$ cat src/rtl/debounce_pkg.sv
// rtl/debounce_pkg.sv - shared parameter defaults and legal ranges for the debounce bank
package debounce_pkg;

    localparam int NCH_DEFAULT           = 2;
    localparam int NCH_MIN               = 1;
    localparam int NCH_MAX               = 16;

    localparam int STABLE_CYCLES_DEFAULT = 1000000;
    localparam int STABLE_CYCLES_MIN     = 1;

    localparam int HOLD_CYCLES_DEFAULT   = 50000000;
    localparam int HOLD_CYCLES_MIN       = 1;

    localparam int SYNC_STAGES_DEFAULT   = 2;
    localparam int SYNC_STAGES_MIN       = 2;
    localparam int SYNC_STAGES_MAX       = 3;

endpackage

$ cat src/rtl/debounce_chan.sv
// rtl/debounce_chan.sv - one button channel: synchroniser, stable filter, edge pulses, long-press flag
module debounce_chan
    import debounce_pkg::*;
#(
    parameter int STABLE_CYCLES = STABLE_CYCLES_DEFAULT,
    parameter int HOLD_CYCLES   = HOLD_CYCLES_DEFAULT,
    parameter int SYNC_STAGES   = SYNC_STAGES_DEFAULT
) (
    input  logic clk,
    input  logic rst_n,
    input  logic btn_in,
    output logic btn_level,
    output logic btn_rise,
    output logic btn_fall,
    output logic btn_hold
);

    localparam int SW = $clog2(STABLE_CYCLES + 1);
    localparam int HW = $clog2(HOLD_CYCLES + 1);
    localparam logic [SW-1:0] STABLE_LAST = SW'(STABLE_CYCLES - 1);
    localparam logic [HW-1:0] HOLD_MAX    = HW'(HOLD_CYCLES);
    localparam logic [HW-1:0] HOLD_LAST   = HW'(HOLD_CYCLES - 1);

    logic [SYNC_STAGES-1:0] sync_q;
    logic                   sync;
    logic [SW-1:0]          stable_cnt;
    logic [HW-1:0]          hold_cnt;
    logic                   flip;

    assign sync = sync_q[SYNC_STAGES-1];
    // The sample that would bring the stable count to STABLE_CYCLES flips the level instead.
    assign flip = (sync != btn_level) && (stable_cnt == STABLE_LAST);

    always_ff @(posedge clk) begin
        if (!rst_n) begin
            sync_q     <= '0;
            stable_cnt <= '0;
            hold_cnt   <= '0;
            btn_level  <= 1'b0;
            btn_rise   <= 1'b0;
            btn_fall   <= 1'b0;
            btn_hold   <= 1'b0;
        end else begin
            sync_q   <= {sync_q[SYNC_STAGES-2:0], btn_in};
            btn_rise <= flip && !btn_level;
            btn_fall <= flip && btn_level;

            if ((sync == btn_level) || flip) begin
                stable_cnt <= '0;
            end else begin
                stable_cnt <= stable_cnt + 1'b1;
            end

            if (flip) begin
                btn_level <= ~btn_level;
            end

            // Falling flip drops the hold flag on the same edge as the fall pulse.
            if (!btn_level || flip) begin
                hold_cnt <= '0;
                btn_hold <= 1'b0;
            end else if (hold_cnt != HOLD_MAX) begin
                hold_cnt <= hold_cnt + 1'b1;
                if (hold_cnt == HOLD_LAST) begin
                    btn_hold <= 1'b1;
                end
            end
        end
    end

endmodule

$ cat src/rtl/debounce_bank.sv
// rtl/debounce_bank.sv - bank of NCH independent debounced button channels
module debounce_bank
    import debounce_pkg::*;
#(
    parameter int NCH           = NCH_DEFAULT,
    parameter int STABLE_CYCLES = STABLE_CYCLES_DEFAULT,
    parameter int HOLD_CYCLES   = HOLD_CYCLES_DEFAULT,
    parameter int SYNC_STAGES   = SYNC_STAGES_DEFAULT
) (
    input  logic           clk,
    input  logic           rst_n,
    input  logic [NCH-1:0] btn_in,
    output logic [NCH-1:0] btn_level,
    output logic [NCH-1:0] btn_rise,
    output logic [NCH-1:0] btn_fall,
    output logic [NCH-1:0] btn_hold
);

    for (genvar i = 0; i < NCH; i++) begin : g_chan
        debounce_chan #(
            .STABLE_CYCLES (STABLE_CYCLES),
            .HOLD_CYCLES   (HOLD_CYCLES),
            .SYNC_STAGES   (SYNC_STAGES)
        ) u_chan (
            .clk       (clk),
            .rst_n     (rst_n),
            .btn_in    (btn_in[i]),
            .btn_level (btn_level[i]),
            .btn_rise  (btn_rise[i]),
            .btn_fall  (btn_fall[i]),
            .btn_hold  (btn_hold[i])
        );
    end

endmodule

$ cat config.mk
export PLATFORM = sky130hd
export DESIGN_NAME = debounce_bank
export DESIGN_NICKNAME = d
export VERILOG_FILES = /design/src/rtl/debounce_pkg.sv /design/src/rtl/debounce_chan.sv /design/src/rtl/debounce_bank.sv
export SDC_FILE = /design/constraint.sdc
export NUM_CORES = 1
export LEC_CHECK = 0
export CAP_MARGIN = 20
export CORE_UTILIZATION = 50
export CTS_CLUSTER_DIAMETER = 50
export DETAILED_ROUTE_END_ITERATION = 8
export PLACE_DENSITY = 0.75
export REMOVE_ABC_BUFFERS = 1
export SETUP_SLACK_MARGIN = 0.1
export SLEW_MARGIN = 20
export SYNTH_ARGS = -nofsm -noshare
export SYNTH_HDL_FRONTEND = slang
export SYNTH_SLANG_ARGS = --single-unit
$ cat constraint.sdc
create_clock -name clk -period 1.9 [get_ports clk]
set_input_delay 0.475 -clock clk [delete_from_list [all_inputs] [get_ports clk]]
set_output_delay 0.475 -clock clk [all_outputs]
set_load 0.05 [all_outputs]
### Word-level counts from Yosys, hierarchy flattened

Cells that the tools add are included.
Widths: inputs -> output; s select.

* register bits after elaboration: 104
* word-level logic and storage cells: 49
* input port bits: 4
* output and inout bits: 8

* equality and inequality tests: 10
* reduce and logical (&&, ||, !) cells: 18
* add/sub/neg operators: 4
* bitwise gates (word level): 3

Operators by type and width (count)
* $add 26x1->26 const B: 2
* $eq 26x26->1 const B: 2
* $ne 26x26->1 const B: 2
* $add 20x1->20 const B: 2
* $eq 20x20->1 const B: 2
* $reduce_or 2->1: 4
* $logic_and 1x1->1: 6
* $logic_or 1x1->1: 4
* $reduce_and 2->1: 2
* $not 1->1: 3
* $eq 1x1->1: 2
* $logic_not 1->1: 2
* $ne 1x1->1: 2

### Depth between registers and ports, before layout

* depth in word-level cells: 4
* depth in mapped cells: 7
* mapped depth without buffers: 6

### Modules after synthesis

Synthesis repeated with hierarchy kept, for this count alone.

* cell total of the unflattened synthesis: 546
* area, all modules: 4789.6 sq um

By module, submodules not included
* debounce_chan: area each 2394.8 sq um, times used 2, sequential area each 1041.0 sq um, cells an instance 273

### Worst setup path before layout

OpenSTA, ideal clock, no wires.

* kind: register -> register
* from: register g_chan[1].u_chan.stable_cnt[0]
* to: register g_chan[1].u_chan.hold_cnt[10]
* period minus slack after synthesis: 1.779 ns
* required time: 1.785 ns
* arrival time: 1.665 ns
* setup time: 0.115 ns
* stages on the path, launching flop included: 8
* slack: 0.121 ns
* path buffers: 1
* path through: dfxtp_1 > ha_1 > and2_1 > nand2_2 > or4_1 > nand3_2 > buf_6 > nor2_1

* word-level cells in the longest chain between the ends: 4

RTL lines
* from (decl): line debounce_chan.sv:26 `logic [SW-1:0] stable_cnt;`
* from (signal assigned): line debounce_chan.sv:51 `stable_cnt <= stable_cnt + 1'b1;`
* $eq 20x20->1: line debounce_chan.sv:32 `assign flip = (sync != btn_level) && (stable_cnt == STABLE_LAST);`
* $logic_and 1x1->1: line debounce_chan.sv:32
* $logic_or 1x1->1: line debounce_chan.sv:59 `if (!btn_level || flip) begin`
* $reduce_or 2->1 (no source line)
* to (signal assigned): line debounce_chan.sv:63 `hold_cnt <= hold_cnt + 1'b1;`
* to (decl): line debounce_chan.sv:27 `logic [HW-1:0] hold_cnt;`

No other way between the ends.
A chain may end at the register's enable or synchronous reset.

### Final worst setup path

* from: register g_chan[1].u_chan.stable_cnt[11]
* to: register g_chan[1].u_chan.hold_cnt[1]

Same word-level chain as after synthesis.

==> run_results.csv <==
group,metric,value,unit
synth,ys_seq_elements,104,
synth,synth_area_per_cell,8.86,um2
die,start_util,52.5,%
drt,ant_nets,0,
global_route,grtUsageMet3,3.83,%
global_route,grt_max_degree,28,
synth,synth_seq_area_share,44.6,%
timing,hold_viol_final,0,
min_path,hp-class,"reg -> reg",
drt,routed_wirelength,8480,um
timing,setup_violations,0,
setup_path,cp-end-kind,"flop",
clocking,worst_skew_pair.late_latency,0.36,ns
place,io_buffers,11,
run_status,outcome,"finished, final reports clean",
timing,worst_pin_slew,0.367,ns
setup_path,cp_slowest_cell,"or4_4",
synth,synth_edf_count,0,
synth,synth_area_leader_cell,"dfxtp_1",
timing,max_slew_margin,75.4,%
timing,period_needed,1.72,ns
clocking,tritoncts,"built",
timing,fin_worst_skew,0.0105,ns
die,placeableCoreArea,8890,um2
synth,synthCells,527,
synth,synth_cell_types,42,
synth,ys_warn_count,0,
global_route,grt_first_pass_wirelength,14900,um
synth,synth_ff_type,"dfxtp_1",
layout,fin_nets,564,
global_route,grt_pass1_vias,3415,
setup_path,crit_start,"g_chan[1].u_chan.stable_cnt[11]$_SDFF_PP0_",
setup_path,worstReg2RegStart,"g_chan[1].u_chan.stable_cnt[11]$_SDFF_PP0_",
timing,finalSetupTns,0,ns
clocking,htreeDepth,3,
layout,multiInputGateArea,2480,um2
timing,fmax,581,MHz
clocking,cts-root-buf,"clkbuf_8",
layout,num_antenna_cells,0,
timing,whs,0.458,ns
drt,drt_iter0_markers,103,
die,io_pins,12,
layout,seq_area,2090,um2
setup_path,critPathKind,"reg -> reg",
layout,fill_cells,741,
drt,vias,3550,
global_route,overflow,0,
layout,synthToLayoutAreaGrowth,12.2,%
die,die_area,9730,um2
clocking,cts_buffers,9,
timing,worst_slack,0.180,ns
setup_path,cp.buffers_inverters,1,
power_and_ir_drop,cellPowerDensity,661,nW/um2
timing,rsz0062_at_grt,"no",
synth,synthTopCellsByArea,"dfxtp_1 (45%), xor2_1 (9.4%), nor2_1 (8.8%)",
global_route,grt.busiest_layer,"met2",
power_and_ir_drop,vdd_drop_max,0.000329,V
min_path,holdCritStartpoint,"g_chan[0].u_chan.sync_q[0]$_SDFF_PN0_",
synth,synth_common_cells,"nor2_1 (110), dfxtp_1 (104), xor2_1 (50), nand3_1 (36), xnor2_1 (33)",
setup_path,cp.required,2.16,ns
setup_path,critical_path_arrival,1.98,ns
place,place_ws,0.144,ns
clocking,clk_pin_slew,0.09,ns
synth,yosysTopAreaCellShare,44.6,%
drt,via_per_inst,5.32,
setup_path,crit_path_max_fanout,13,
timing,drv_slew,0,
layout,fin_util,58.9,%
clocking,cts_hold_buf,0,
drt,drc,0,
drt,wire_per_inst,12.7,um
global_route,use_met2,32.0,%
setup_path,setup.worst_path.start_class,"flop",
place,gp_congestion,0.848,
setup_path,max_stage_delay,0.54,ns
setup_path,crit_family,"simple AND/OR/NAND/NOR gates",
die,die_h,98.7,um
drt,drtPass1Iterations,4,
flow_run,cap_viol_max_count,0,
global_route,grt_antenna_before_repair,0,
synth,synth_area,4670,um2
power_and_ir_drop,p_leak,1.70,nW
global_route,grt.total_usage,18.7,%
synth,async_flop_share,0,%
clocking,clockBufferDepth,2,
die,fp-row-count,34,
setup_path,worstPathCellList,"nor4b_2 -> nand2_1 -> or4_4 -> nand3_4 -> clkbuf_16 -> nor2_1",
power_and_ir_drop,total_power,3.46,mW
place,dp_hpwl,5940,um
layout,drive_gt1_share,12.3,%
die,die_x,98.7,um
global_route,grt_use_met1,23.3,%
synth,synth_most_common_cell,"nor2_1",
timing,finalCritPeriodShare,90.5,%
clocking,clkSinkCount,104,
-- worst paths after layout --
kind / to / slack (ns) / depth (start not counted)
setup / recovery: g_chan[1].u_chan.hold_cnt[1]$_SDFFE_PP0P_ / 0.18 / 6
setup reg to reg: g_chan[1].u_chan.hold_cnt[1]$_SDFFE_PP0P_ / 0.18 / 6
hold reg to reg: g_chan[0].u_chan.sync_q[1]$_SDFF_PN0_ / 0.46 / 1
hold / removal: g_chan[0].u_chan.sync_q[1]$_SDFF_PN0_ / 0.46 / 1
-- cells in the final DEF (no fill, tap or decap), drive strengths merged, types with 3 or more instances in the layout --
cell and count:
a21oi 5, ha 6, inv 11, xnor2 33, nand2b 3, mux2i 4
dfxtp 104, nand2 34, nand4 28, and2 12, nor2 110, and3 9
or3 3, xor2 50, buf 30, nor4 6, nand3 37, nor4b 5
nor3 18, clkbuf 14, nor2b 3, and4 15, clkdlybuf4s50 3
-- repair_timing --
action,CTS,global route
setup buffers,0,2
gates resized for setup,0,12
setup endpoints to repair,0,92
-- layer usage --
metal	wire [um]	vias to the layer above
met5	0	-
met4	118	0
met3	214	10
met2	3980	37
met1	4170	1662
li1	-	1841
-- registers in the layout (all words and copies together), names as in the netlist --
| name | count |
|---|---|
| g_chan.u_chan.sync_q | 4 |
| g_chan.u_chan.btn_hold | 2 |
| g_chan.u_chan.btn_rise | 2 |
| g_chan.u_chan.btn_fall | 2 |
| g_chan.u_chan.btn_level | 2 |
| g_chan.u_chan.hold_cnt | 52 |
| g_chan.u_chan.stable_cnt | 40 |
-- logic make-up after synthesis --
logic type / share of synthesized area [%]
AND/OR/NAND/NOR: 32.6
flip-flops: 44.6
XOR/XNOR: 15.6
buffers and inverters: 3.40
AO/OA/AOI/OAI: 1.42
adder cells (fa/ha/maj): 1.61
multiplexers: 0.857
-- metrics by stage --
step | std cells | area (um2)
2_1_floorplan | 509 | 4550
3_3_place_gp | 648 | 4970
3_5_place_dp | 648 | 4970
4_1_cts | 664 | 5150
5_1_grt | 667 | 5240
6_report | 667 | 5240
-- layout make-up --
| type | instances | share of cell area, % |
|---|---|---|
| multi-input cells | 395 | 47.3 |
| clock buffers | 13 | 2.84 |
| flip-flops and latches | 104 | 39.8 |
| well taps | 108 | 2.58 |
| clock inverters | 3 | 0.478 |
| inverters | 10 | 0.717 |
| repair buffers | 34 | 6.31 |
-- power by group --
| group | internal (mW) | leakage, nW | total, mW | switching, mW |
|---|---|---|---|---|
| combinational | 0.0164 | 0.780 | 0.0323 | 0.0160 |
| clock | 0.522 | 0.0842 | 1.24 | 0.722 |
| sequential | 2.18 | 0.840 | 2.19 | 0.00404 |
Note: power is estimated with default switching activity, not from simulation.
